## src/rtl/alu_result_stage.sv

```systemverilog
// Registered ALU result stage: NZCV flag generation and a 2-entry skid buffer over valid/ready.
// Optional sticky overflow enabled by defining ALU_STICKY_OVF_EN.
module alu_result_stage #(
  parameter int N = 32
) (
  input  logic         CLK,
  input  logic         RST,
  input  logic         IN_VALID,
  output logic         IN_READY,
  input  logic [N-1:0] RESULT,
  input  logic [3:0]   SELECTOR,
  input  logic         C_IN,
  input  logic         V_IN,
  output logic         OUT_VALID,
  input  logic         OUT_READY,
  output logic [N-1:0] OUT_RESULT,
  output logic [3:0]   OUT_FLAGS,
  output logic [3:0]   OUT_SEL,
  output logic         STICKY_V,
  input  logic         CLR_STICKY
);

  typedef enum logic [1:0] {
    EMPTY = 2'd0,
    ONE   = 2'd1,
    FULL  = 2'd2
  } state_t;

  state_t         state_q;
  logic           in_ready_q;
  logic           out_valid_q;
  logic [N-1:0]   out_res_q;
  logic [3:0]     out_flags_q;
  logic [3:0]     out_sel_q;
  logic [N-1:0]   skid_res_q;
  logic [3:0]     skid_flags_q;
  logic [3:0]     skid_sel_q;
  logic           run_c_q;
  logic           run_v_q;

  logic           accept;
  logic           pop;
  logic           arith;
  logic           c_d;
  logic           v_d;
  logic [3:0]     flags_d;

  // Only the add/sub opcodes produce a fresh carry/overflow; everything else inherits the running pair.
  always_comb begin
    accept  = IN_VALID && in_ready_q;
    pop     = out_valid_q && OUT_READY;
    arith   = (SELECTOR == 4'b0000) || (SELECTOR == 4'b0001);
    c_d     = arith ? C_IN : run_c_q;
    v_d     = arith ? V_IN : run_v_q;
    flags_d = {RESULT[N-1], (RESULT == {N{1'b0}}), c_d, v_d};
  end

  always_ff @(posedge CLK) begin
    if (RST) begin
      state_q      <= EMPTY;
      in_ready_q   <= 1'b1;
      out_valid_q  <= 1'b0;
      out_res_q    <= '0;
      out_flags_q  <= '0;
      out_sel_q    <= '0;
      skid_res_q   <= '0;
      skid_flags_q <= '0;
      skid_sel_q   <= '0;
      run_c_q      <= 1'b0;
      run_v_q      <= 1'b0;
    end else begin
      if (accept) begin
        run_c_q <= c_d;
        run_v_q <= v_d;
      end
      case (state_q)
        EMPTY: begin
          if (accept) begin
            out_res_q   <= RESULT;
            out_flags_q <= flags_d;
            out_sel_q   <= SELECTOR;
            out_valid_q <= 1'b1;
            state_q     <= ONE;
          end
        end
        ONE: begin
          if (accept && pop) begin
            out_res_q   <= RESULT;
            out_flags_q <= flags_d;
            out_sel_q   <= SELECTOR;
          end else if (accept) begin
            skid_res_q   <= RESULT;
            skid_flags_q <= flags_d;
            skid_sel_q   <= SELECTOR;
            in_ready_q   <= 1'b0;
            state_q      <= FULL;
          end else if (pop) begin
            // Output registers keep the popped entry visible while idle.
            out_valid_q <= 1'b0;
            state_q     <= EMPTY;
          end
        end
        FULL: begin
          if (pop) begin
            out_res_q   <= skid_res_q;
            out_flags_q <= skid_flags_q;
            out_sel_q   <= skid_sel_q;
            in_ready_q  <= 1'b1;
            state_q     <= ONE;
          end
        end
        default: begin
          state_q     <= EMPTY;
          in_ready_q  <= 1'b1;
          out_valid_q <= 1'b0;
        end
      endcase
    end
  end

  assign IN_READY   = in_ready_q;
  assign OUT_VALID  = out_valid_q;
  assign OUT_RESULT = out_res_q;
  assign OUT_FLAGS  = out_flags_q;
  assign OUT_SEL    = out_sel_q;

`ifdef ALU_STICKY_OVF_EN
  logic sticky_q;

  // Set has priority so an overflow coinciding with a clear is never lost.
  always_ff @(posedge CLK) begin
    if (RST) begin
      sticky_q <= 1'b0;
    end else if (accept && flags_d[0]) begin
      sticky_q <= 1'b1;
    end else if (CLR_STICKY) begin
      sticky_q <= 1'b0;
    end
  end

  assign STICKY_V = sticky_q;
`else
  logic unused_clr_sticky;
  assign unused_clr_sticky = CLR_STICKY;
  assign STICKY_V          = 1'b0;
`endif

endmodule
```

## config.mk

```make
export PLATFORM = sky130hd
export DESIGN_NAME = alu_result_stage
export DESIGN_NICKNAME = d
export VERILOG_FILES = /design/src/rtl/alu_result_stage.sv
export SDC_FILE = /design/constraint.sdc
export NUM_CORES = 1
export LEC_CHECK = 0
export ABC_AREA = 1
export BUFFER_PORTS_ARGS = -buffer_cell sky130_fd_sc_hd__buf_2
export CAP_MARGIN = 20
export CORE_MARGIN = 3
export CORE_UTILIZATION = 56
export CTS_BUF_LIST = sky130_fd_sc_hd__clkbuf_4 sky130_fd_sc_hd__clkbuf_8
export DETAILED_ROUTE_END_ITERATION = 10
export MAX_ROUTING_LAYER = met4
export PLACE_DENSITY_LB_ADDON = 0.1
export SYNTH_ARGS = -nofsm -noshare
export SYNTH_HDL_FRONTEND = slang
export SYNTH_SLANG_ARGS = --single-unit
```

## constraint.sdc

```tcl
create_clock -name CLK -period 1.44 [get_ports CLK]
set_input_delay 0.288 -clock CLK [delete_from_list [all_inputs] [get_ports CLK]]
set_output_delay 0.288 -clock CLK [all_outputs]
set_load 0.05 [all_outputs]
```

* Yosys cells after proc, flatten, opt, wreduce, memory -nomap -nowiden *
Index checks and enable logic that the tools add are counted.

cells by class
  equal/unequal tests = 11
  mux-type cells = 29
  bitwise logic cells = 3
  reduce and logical (&&, ||, !) cells = 13

operators by type and width
  cell                count
  $mux 32             3
  $pmux 32 s3         1
  $logic_not 32->1    1
  $mux 4              6
  $pmux 4 s3          2
  $ne 2x2->1 const B  7
  $reduce_and 4->1    3
  $mux 2              5
  $mux 1              9
  $pmux 1 s3          2
  $pmux 2 s3          1
  $reduce_and 5->1    1
  $eq 4x1->1 const B  1
  $logic_not 4->1     1
  $logic_and 1x1->1   3
  $ne 3x3->1 const B  1
  $not 1->1           3
  $reduce_and 3->1    1
  $reduce_bool 3->1   1
  $eq 2x1->1 const B  1
  $eq 2x2->1 const B  1
  $logic_not 2->1     1
  $logic_or 1x1->1    1

storage, ports and cells
  register bits after elaboration = 86
  bits of input ports = 43
  output and inout bits = 43
  word-level logic and storage cells = 67

* Depth between registers and ports, before layout *
Gate-level depths: netlist of run 1.

  depth in word-level cells = 5
  depth in mapped cells = 9
  depth with buffers taken out = 8

* Worst setup path before layout of run 1 *
Ideal clock, no wire load.

  path type = reg2reg
  from = reg in_ready_q (netlist: IN_READY)
  to = reg out_res_q[10] (netlist: OUT_RESULT[10])
  setup time = 0.114 ns
  data arrival time = 1.580 ns
  data required time = 1.326 ns
  slack = -0.254 ns
  stages on the path, launching flop included = 8
  buffers on the path = 2
  period minus slack after synthesis = 1.694 ns
  path through = dfxtp_1 nand2_2 o21ai_2 o21ai_2 buf_6 buf_6 o21ai_1 nor2_1

between the ends
  word-level cells in the longest chain between the ends = 4
  elaborated cells between the ends (all ways) = 5
  those cells by class = eq/ne: 2; reduce/logical: 3

ends and longest elaborated chain
  what                                 line  RTL
  from (decl)                          30    logic in_ready_q;
  from (signal assigned)               61    in_ready_q <= 1'b1;
  from (signal assigned)               95    in_ready_q <= 1'b0;
  from (signal assigned)               108   in_ready_q <= 1'b1;
  $logic_and 1x1->1 *                  50    accept = IN_VALID && in_ready_q;
  $logic_and 1x1->1                    87    if (accept && pop) begin
  $ne 2x2->1 (no source line)          -
  $reduce_and 4->1 (no source line) *  -
  to (signal assigned)                 105   out_res_q <= skid_res_q;
  to (decl)                            32    logic [N-1:0] out_res_q;

Every way passes the cells marked *; elsewhere a longest branch is shown, timed or not.
A chain may end at the register's enable or synchronous reset.

* Final worst setup path of run 1 *
  from = reg state_q[1]
  to = reg skid_sel_q[0]

between the ends
  word-level cells in the longest chain between the ends = 2

ends and longest elaborated chain
  what                               line  RTL
  from (decl)                        29    state_t state_q;
  from (signal assigned)             60    state_q <= EMPTY;
  from (signal assigned)             83    state_q <= ONE;
  from (signal assigned)             96    state_q <= FULL;
  $eq 2x1->1                         76    case (state_q)
  $reduce_and 3->1 (no source line)  -
  to (signal assigned)               68    skid_sel_q <= '0;
  to (signal assigned)               94    skid_sel_q <= SELECTOR;
  to (decl)                          37    logic [3:0] skid_sel_q;

No other way between the ends.

==> results.txt, run 1 <==
outcome - completed
crit path to - skid_sel_q[0]
fmax - 723 MHz
wire per inst - 12.2 µm
drt drc - 0
Min Hold Slack - 0.185 ns
peak supply drop - 1.36 mV
CTS hold repair buffers - 0
Hold WC Path Type - input port to flip-flop
unique cell type count in the Yosys netlist - 23
CP Max Fanout - 73
grt met2 use - 0.389
max cap viols - 0
Nets - 627
met1 usage - 0.261
syn_nets - 555
most used cell, CP - inv_2
syn avg cell area - 7.21 µm²
num ports - 86
Power Internal - 4.90 mW
GRT overflow - 0
Initial Util - 0.599
Worst Clk Skew - 0.00628 ns
Crit path max-delay family - flip-flops
Post-Place Worst Slack - -0.0399 ns
RR Endpoint - skid_sel_q[0]
CP endpoint kind - flip-flop
P_sw - 3.74 mW
Ys Warns - 0
crit path launch type - flip-flop
global routing's busiest layer - met2
Via density - 5.12
Synth Flop Type - dfxtp_1
CP required - 1.67 ns
placed insts - 648
final slew viol count - 0
Worst Setup Path Type - flip-flop to flip-flop
first-pass GRT wire length - 13.5 mm
die width - 87.2 µm
Sw Share - 0.433
Post-Layout Cell Count - 663
GRT Resource Usage Total - 0.226
synth top area cells - dfxtp_1 (46%), nor2_1 (11%), o21ai_0 (8.3%), o21ai_1 (7.6%), a21oi_1 (6.4%)
Post-synth EDFFs - 0
GPL Wtd Cong - 0.855
Site Rows - 28
CP Buf/Inv Count - 3
Synth Register Bits - 84
DR pass1 iterations - 4
largest net degree at the start of global routing - 74
Final WS setup - 0.0576 ns
Vias - 3394
Clock Tree Root - clkbuf_8
R2R Setup Slk - 0.06 ns
crit-path cells - inv_2, nand2_2, nor2_2, inv_2, nor2_8, inv_16, o21ai_0, a21oi_1
Reg area - 0.00169 mm²
Worst Reg-to-Reg Cells - 8
power share of the sequential group - 0.367
Core ar. - 0.00617 mm²
Post-Route WL - 8.06 mm
crit-path max cell delay - 0.39 ns
P per Cell Area - 1990 mW/mm²
Iter 0 DRT Violations - 173
Die Span Y - 87.2 µm
IO Port Bufs - 83
post-synthesis async set-or-reset flop share - 0
met3 Usage GRT - 0.0653
Fin Setup TNS - 0 ns
Post-Synthesis Cells - 512
fillers - 546
H-tree levels - 3
Routed Antenna Nets - 0
Multi-input gate area - 0.00158 mm²
commonest non-fill, non-tap cell in the layout - nor2_1
Crit. path cell count - 8
Max Buffers Root-to-Sink - 2
power share of the clock group - 0.207
# setup viols final - 0
Power Total - 8.65 mW
vias in the first global route - 3170
sequential element share of the synthesized area - 0.455
post-route cell area - 0.00434 mm²
Synth area leader - dfxtp_1
proportion of layout cells with a drive suffix above 1 - 0.223
n_diodes - 0
die area - 0.00760 mm²
Post-DP Area - 0.00410 mm²
reg2reg start - state_q[1]
RSZ-0062 raised after global routing - true
antenna violations before repair - 0
CP Launch Point - state_q[1]
Lkg Pwr - 1.98 nW
Sink Count - 84
Final Hold Vio Count - 0
Worst EP arrival - 1.61 ns
Logic pwr share - 0.426
Worst-path clk slew - 0.08 ns
hpwl dp - 5.52 mm
Tcrit/Tclk final - 0.960
# Post-CTS Setup Buffers - 0
Mapped Area - 0.00369 mm²
top-area cell type share of the netlist area - 0.455
CTS tree - yes
Final min period - 1.38 ns
Worst-Skew Late Latency - 0.35 ns
commonest cells after routing, fill and taps aside - nor2_1 (106), buf_2 (83), dfxtp_1 (80)
Worst path slowest cell - dfxtp_4
Syn-to-layout area delta - 17.6%
final core occ - 0.704
clock buffer count from CTS - 9
[synth_stat cells, types with 2 or more instances]
cell type	number
o21ai_1	56
dfxtp_1	84
buf_4	3
buf_2	4
inv_1	44
nand2_2	3
nor2_1	106
nand2_1	61
nor2_2	2
clkbuf_1	10
a21oi_1	47
buf_6	14
o21ai_2	4
o21ai_0	61
inv_2	5
[what timing repair did]
| item | in CTS | in global routing |
|---|---|---|
| gates resized for setup | 4 | 6 |
| setup endpoints to repair | 20 | 34 |
| pin swaps | 0 | 0 |
[registers in the layout (all words and copies together), names as in the netlist]
register / count
IN_READY: 1
OUT_FLAGS: 3
OUT_RESULT: 32
OUT_SEL: 4
OUT_VALID: 1
run_c_q: 1
run_v_q: 1
skid_flags_q: 4
skid_res_q: 31
skid_sel_q: 4
state_q: 2
[logic make-up after synthesis]
logic type	after synthesis	synth area share
buf+inv	83	0.122
flops	84	0.455
other cells	1	0.00102
compound gates	170	0.236
simple gates	174	0.185
[worst min path at each step]
stage	from	end	depth (start not counted)
floorplan	RST	OUT_VALID	1
global route	RST	state_q[0]	2
detailed placement	skid_res_q[19]	skid_res_q[19]	2
finish	RST	state_q[0]	2
global placement	skid_res_q[24]	skid_res_q[24]	2
CTS	RST	OUT_VALID	2
[area by class of cell]
type,count,area share
tap,75,0.0216
inverter,50,0.0470
timing repair buffer,94,0.129
multi-input combinational,345,0.365
clock inverter,5,0.0179
clock buffer,10,0.0303
sequential,84,0.390
[metal layers]
metal | routed length, µm | vias up
li1 | - | 1784
met1 | 3530 | 1531
met2 | 4020 | 73
met3 | 467 | 6
met4 | 44 | 0
met5 | 0 | -
[power groups by stage]
stage / Sequential (mW) / Combinational (mW) / Clock (mW)
2_1_floorplan: 4.45 / 1.68 / 0
3_3_place_gp: 3.19 / 3.61 / 0
3_5_place_dp: 3.22 / 3.67 / 0
4_1_cts: 3.17 / 3.69 / 1.82
5_1_grt: 3.25 / 4.03 / 1.92
6_report: 3.18 / 3.68 / 1.79
[worst register-to-register path, cell delays in order (launching register included)]
cell and delay [ns]:
dfxtp_4 0.39, inv_2 0.07, nand2_2 0.05, nor2_2 0.14, inv_2 0.08, nor2_8 0.16, inv_16 0.11, o21ai_0 0.21
a21oi_1 0.06
(Power assumes the default switching activity.)
==> run 2: changes to the inputs <==
--- a/config.mk
+++ b/config.mk
@@ -9,8 +9,7 @@
 export BUFFER_PORTS_ARGS = -buffer_cell sky130_fd_sc_hd__buf_2
 export CAP_MARGIN = 20
 export CORE_MARGIN = 3
-export CORE_UTILIZATION = 56
-export CTS_BUF_LIST = sky130_fd_sc_hd__clkbuf_4 sky130_fd_sc_hd__clkbuf_8
+export CORE_UTILIZATION = 53
 export DETAILED_ROUTE_END_ITERATION = 10
 export MAX_ROUTING_LAYER = met4
 export PLACE_DENSITY_LB_ADDON = 0.1
==> run 2 against run 1 <==
- setup slack improved by 0.048 ns
- via count up 0.88%
- global-route usage fell by 1.4 points
- register-to-register slack improved by 0.05 ns
- first-iteration DRC count increased by 6.4%
- critical path depth is 1 higher
- clock skew grew 0.0044 ns
- sequential share of layout area is 0.69 points lower
- die area is 5.3% higher
- core utilization is 2.7 points lower
- sequential power hardly changed
- largest cell class unchanged
==> results.txt, run 2 (same netlist as run 1, synthesis figures left out) <==
vias in the first global route - 3058
max cap viols - 0
placed insts - 656
Post-Place Worst Slack - 0.0160 ns
GPL Wtd Cong - 0.801
DR pass1 iterations - 4
outcome - completed
crit path launch type - flip-flop
R2R Setup Slk - 0.11 ns
# setup viols final - 0
Routed Antenna Nets - 0
wire per inst - 11.5 µm
P per Cell Area - 1980 mW/mm²
IO Port Bufs - 83
Clock Tree Root - clkbuf_8
Vias - 3424
GRT Resource Usage Total - 0.212
Final Hold Vio Count - 0
Syn-to-layout area delta - 19.8%
Power Total - 8.75 mW
# Post-CTS Setup Buffers - 0
first-pass GRT wire length - 13.0 mm
most used cell, CP - inv_2
crit-path max cell delay - 0.38 ns
n_diodes - 0
Final WS setup - 0.106 ns
commonest cells after routing, fill and taps aside - nor2_1 (106), buf_2 (83), dfxtp_1 (80)
Site Rows - 29
Via density - 5.10
final slew viol count - 0
Max Buffers Root-to-Sink - 2
Worst-Skew Late Latency - 0.34 ns
CTS tree - yes
Worst path slowest cell - dfxtp_4
die area - 0.00800 mm²
Post-Layout Cell Count - 672
peak supply drop - 1.50 mV
CP endpoint kind - flip-flop
Iter 0 DRT Violations - 184
GRT overflow - 0
drt drc - 0
fmax - 750 MHz
Post-Route WL - 7.76 mm
Core ar. - 0.00653 mm²
CTS hold repair buffers - 0
largest net degree at the start of global routing - 44
antenna violations before repair - 0
CP required - 1.67 ns
Die Span Y - 89.5 µm
die width - 89.5 µm
Tcrit/Tclk final - 0.926
hpwl dp - 5.53 mm
Sink Count - 84
num ports - 86
Worst-path clk slew - 0.09 ns
Final min period - 1.33 ns
Worst Clk Skew - 0.0107 ns
Worst EP arrival - 1.57 ns
Nets - 633
CP Max Fanout - 19
Largest register FFs - 32
final core occ - 0.677
Worst Setup Path Type - flip-flop to flip-flop
Lkg Pwr - 2.03 nW
Hold WC Path Type - input port to flip-flop
Initial Util - 0.565
commonest non-fill, non-tap cell in the layout - nor2_1
H-tree levels - 3
Post-DP Area - 0.00416 mm²
post-route cell area - 0.00442 mm²
crit-path cells - inv_2, nand2_2, nor2_4, inv_2, nor2_8, inv_8, buf_12, o21ai_1, a21oi_1
proportion of layout cells with a drive suffix above 1 - 0.230
clock buffer count from CTS - 9
run 2: metal layers:
layer / part of all wire / global-route usage / up-vias
met1: 0.46 / 0.247 / 1527
met4: 0.012 / 0.0785 / 0
met3: 0.062 / 0.0442 / 8
met5: 0 / - / -
li1: - / - / 1797
met2: 0.47 / 0.358 / 92
run 2: power breakdown:
part	leakage (nW)	switching, mW	total [mW]	internal, mW
Clock	0.116	0.841	1.87	1.02
Sequential	0.692	0.252	3.17	2.92
Combinational	1.22	2.67	3.72	1.05
run 2: final cells by class:
type                    count  area (µm²)
repair buffers            100         629
clock buffers              10         138
flip-flops and latches     84        1690
fillers                   613        2110
well taps                  77        96.3
clock inverters             6        87.6
inverters                  50         198
multi-input cells         345        1580
run 2: through the flow:
stage	TNS, ns	hold slack, ns
4_1_cts	-0.000879	0.176
6_report	0	0.190
3_3_place_gp	0	0.431
3_5_place_dp	0	0.439
5_1_grt	-0.00168	0.187
2_1_floorplan	0	0.350
run 2: final timing paths:
kind                                        to      startpoint  cells past startpoint
worst max-delay path            skid_res_q[23]      state_q[1]                      9
worst max register to register  skid_res_q[23]      state_q[1]                      9
worst min-delay path                 OUT_VALID             RST                      2
worst min register to register  skid_res_q[10]  skid_res_q[10]                      2
run 2: what timing repair did:
action	4_1_cts	5_1_grt
gates resized for setup	0	10
cloned	0	0
endpoints found under the setup margin	1	70
pin swaps	0	2
run 2: worst max-delay path: cells and delay by family (launching register included):
family                 cells  cell delay [ns]
DFF                        1             0.38
and+or+nand+nor            3             0.29
AOI/OAI and AO/OA          2             0.18
buffers and inverters      4             0.36
==> run 3: changes to the inputs <==
==> config.mk (replaced) <==
export PLATFORM = sky130hd
export DESIGN_NAME = alu_result_stage
export DESIGN_NICKNAME = d
export VERILOG_FILES = /design/src/rtl/alu_result_stage.sv
export SDC_FILE = /design/constraint.sdc
export NUM_CORES = 1
export LEC_CHECK = 0
export CAP_MARGIN = 20
export CORE_MARGIN = 3
export CORE_UTILIZATION = 62
export DETAILED_ROUTE_END_ITERATION = 10
export DONT_BUFFER_PORTS = 1
export MAX_ROUTING_LAYER = met4
export PLACE_DENSITY_LB_ADDON = 0.1
export SETUP_SLACK_MARGIN = 0.4
export SYNTH_ARGS = -nofsm -noshare
export SYNTH_HDL_FRONTEND = slang
export SYNTH_SLANG_ARGS = --single-unit
==> run 3 against run 2 <==
- the run now ends with negative hold slack, negative setup slack left
- area after synthesis decreased by 1.6%
- worst hold slack worse by 0.21 ns
- die area shrank 15%
- flip-flop and latch count unchanged
- combinational power is 53% lower
- cell area grew 12%
- core utilization is 21 points higher
- via count fell by 7.5%
- critical path type unchanged
- critical endpoint is now OUT_SEL[1]
- largest power group is now sequential cells
==> results.txt, run 3 <==
global routing's busiest layer - met2
H-tree levels - 3
Sink Count - 84
met1 usage - 0.321
RSZ-0062 raised after global routing - true
Clock Tree Root - clkbuf_8
IO Port Bufs - 0
Worst-path clk slew - 0.08 ns
Nets - 470
Synth Flop Type - dfxtp_1
syn avg cell area - 9.08 µm²
Synth area leader - dfxtp_1
Hold WC Path Type - input port to flip-flop
most frequent cells after synthesis - dfxtp_1 (84), nand2_1 (77), nor2_1 (45), mux2i_1 (40), a21oi_1 (39)
Worst EP arrival - 1.85 ns
GRT overflow - 0
Routed Antenna Nets - 0
outcome - finished, violations left
Via density - 6.29
Die Span Y - 82.6 µm
post-synthesis async set-or-reset flop share - 0
proportion of layout cells with a drive suffix above 1 - 0.515
fmax - 621 MHz
wire per inst - 20.2 µm
Worst path slowest cell - a221o_4
Largest register FFs - 32
Worst-Skew Late Latency - 0.37 ns
power share of the sequential group - 0.484
Worst Clk Skew - 0.00970 ns
Min Hold Slack - -0.0167 ns
final slew viol count - 0
Ys Warns - 0
DR pass1 iterations - 4
Post-Synthesis Cells - 400
most common cell in the netlist - dfxtp_1
Final WS setup - -0.171 ns
Worst Reg-to-Reg Cells - 5
Post-Route WL - 10.2 mm
P_sw - 2.36 mW
top-area cell type share of the netlist area - 0.463
num ports - 86
sequential element share of the synthesized area - 0.463
Tcrit/Tclk final - 1.12
Final Hold Vio Count - 3
crit path launch type - flip-flop
Logic pwr share - 0.264
GRT Resource Usage Total - 0.272
Sw Share - 0.358
Synth Register Bits - 84
Crit. path cell count - 5
Final min period - 1.61 ns
crit-path cells - and3b_1, a221o_4, buf_12, nor2_1, a211oi_1
# setup viols final - 78
Worst Setup Path Type - flip-flop to flip-flop
GPL Wtd Cong - 0.890
die width - 82.6 µm
Power Internal - 4.24 mW
Max Buffers Root-to-Sink - 2
Initial Util - 0.652
antenna violations before repair - 0
CP Buf/Inv Count - 1
syn_nets - 443
hpwl dp - 5.19 mm
commonest cells after routing, fill and taps aside - nand2_1 (59), dfxtp_1 (41), mux2i_1 (39)
die area - 0.00682 mm²
Power Total - 6.60 mW
commonest non-fill, non-tap cell in the layout - nand2_1
met3 Usage GRT - 0.0911
Site Rows - 27
Crit path max-delay family - compound AO/OA/AOI/OAI gates
Vias - 3166
first-pass GRT wire length - 13.7 mm
power share of the clock group - 0.252
clock buffer count from CTS - 9
largest net degree at the start of global routing - 89
n_diodes - 0
Iter 0 DRT Violations - 156
CTS tree - yes
Syn-to-layout area delta - 36.6%
Post-synth EDFFs - 0
CP endpoint kind - flip-flop
Post-Place Worst Slack - -0.149 ns
Mapped Area - 0.00363 mm²
peak supply drop - 1.14 mV
failing checks - negative hold slack, negative setup slack
Core ar. - 0.00557 mm²
synth top area cells - dfxtp_1 (46%), mux2i_1 (11%), a211oi_2 (9.6%), nand2_1 (8.0%), a21oi_1 (5.4%)
drt drc - 0
crit-path max cell delay - 0.49 ns
CP Max Fanout - 20
CP required - 1.68 ns
Lkg Pwr - 1.96 nW
max cap viols - 0
P per Cell Area - 1330 mW/mm²
vias in the first global route - 2933
unique cell type count in the Yosys netlist - 32
grt met2 use - 0.437
Hold Crit Depth - 1
-- run 3: cell types whose count changed after synthesis, moves of 11 or more --
cell	before	now
nor2_1	106	45
a211oi_2	0	28
nand2_1	61	77
o21ai_1	56	2
buf_6	14	3
mux2i_1	0	40
o21ai_0	61	1
a211oi_1	0	13
inv_1	44	1
-- run 3: metrics by stage --
stage	hold WS, ns	instance area, µm²	TNS (ns)	cells	utilization
floorplan	0.424	3750	-4.36	400	-
global placement	0.356	4010	-3.38	474	0.720
detailed placement	0.359	4010	-4.53	474	0.720
CTS	-0.0203	4680	-6.02	497	0.840
global route	-0.0362	4960	-10.07	503	0.891
finish	-0.0167	4960	-8.30	503	0.891
-- run 3: layout make-up --
type | instances | area [µm²]
multi-input cells | 281 | 2160
inverters | 1 | 3.75
fillers | 235 | 609
clock buffers | 12 | 176
repair buffers | 50 | 706
clock inverters | 3 | 18.8
well taps | 72 | 90.1
flip-flops and latches | 84 | 1810
-- run 3: worst paths after layout --
check	slack [ns]	end	startpoint
max	-0.17	OUT_SEL[1]	state_q[1]
min	-0.02	OUT_VALID	RST
max reg2reg	-0.17	OUT_SEL[1]	state_q[1]
min reg2reg	0.46	skid_res_q[30]	skid_res_q[30]
-- run 3: what timing repair did --
item | CTS | global route
pin swaps | 9 | 9
cloned | 2 | 1
setup endpoints to repair | 123 | 126
hold endpoints to repair | 67 | 79
buffers inserted | 6 | 5
gates resized for setup | 144 | 55
-- run 3: layer usage --
metal  up-vias  share of wire
li1       1452              -
met1      1535           0.39
met2       139           0.50
met3        40          0.082
met4         0          0.029
met5         -              0
-- run 3: power groups by stage --
stage / Clock [mW] / Sequential (mW) / Combinational, mW
6_report: 1.66 / 3.19 / 1.74
5_1_grt: 1.79 / 3.22 / 1.84
4_1_cts: 1.65 / 3.16 / 1.52
3_5_place_dp: 0 / 3.14 / 1.28
3_3_place_gp: 0 / 3.13 / 1.25
2_1_floorplan: 0 / 3.29 / 0.849
-- run 3: worst reg2reg max path: cells and delay by family, from the launching register on --
family | cells | cell delay [ns]
AO/OA/AOI/OAI | 2 | 0.56
buffers and inverters | 1 | 0.21
flip-flops | 1 | 0.36
AND/OR/NAND/NOR | 2 | 0.36
-- run 3: logic make-up (layout without fill, tap and decap cells) --
kind of cell,Yosys count,in the layout,synth area share
AO/OA/AOI/OAI,93,93,0.205
multiplexers,40,40,0.110
other,1,1,0.00103
flip-flops,84,84,0.463
AND/OR/NAND/NOR,147,147,0.171
buffers and inverters,35,66,0.0492
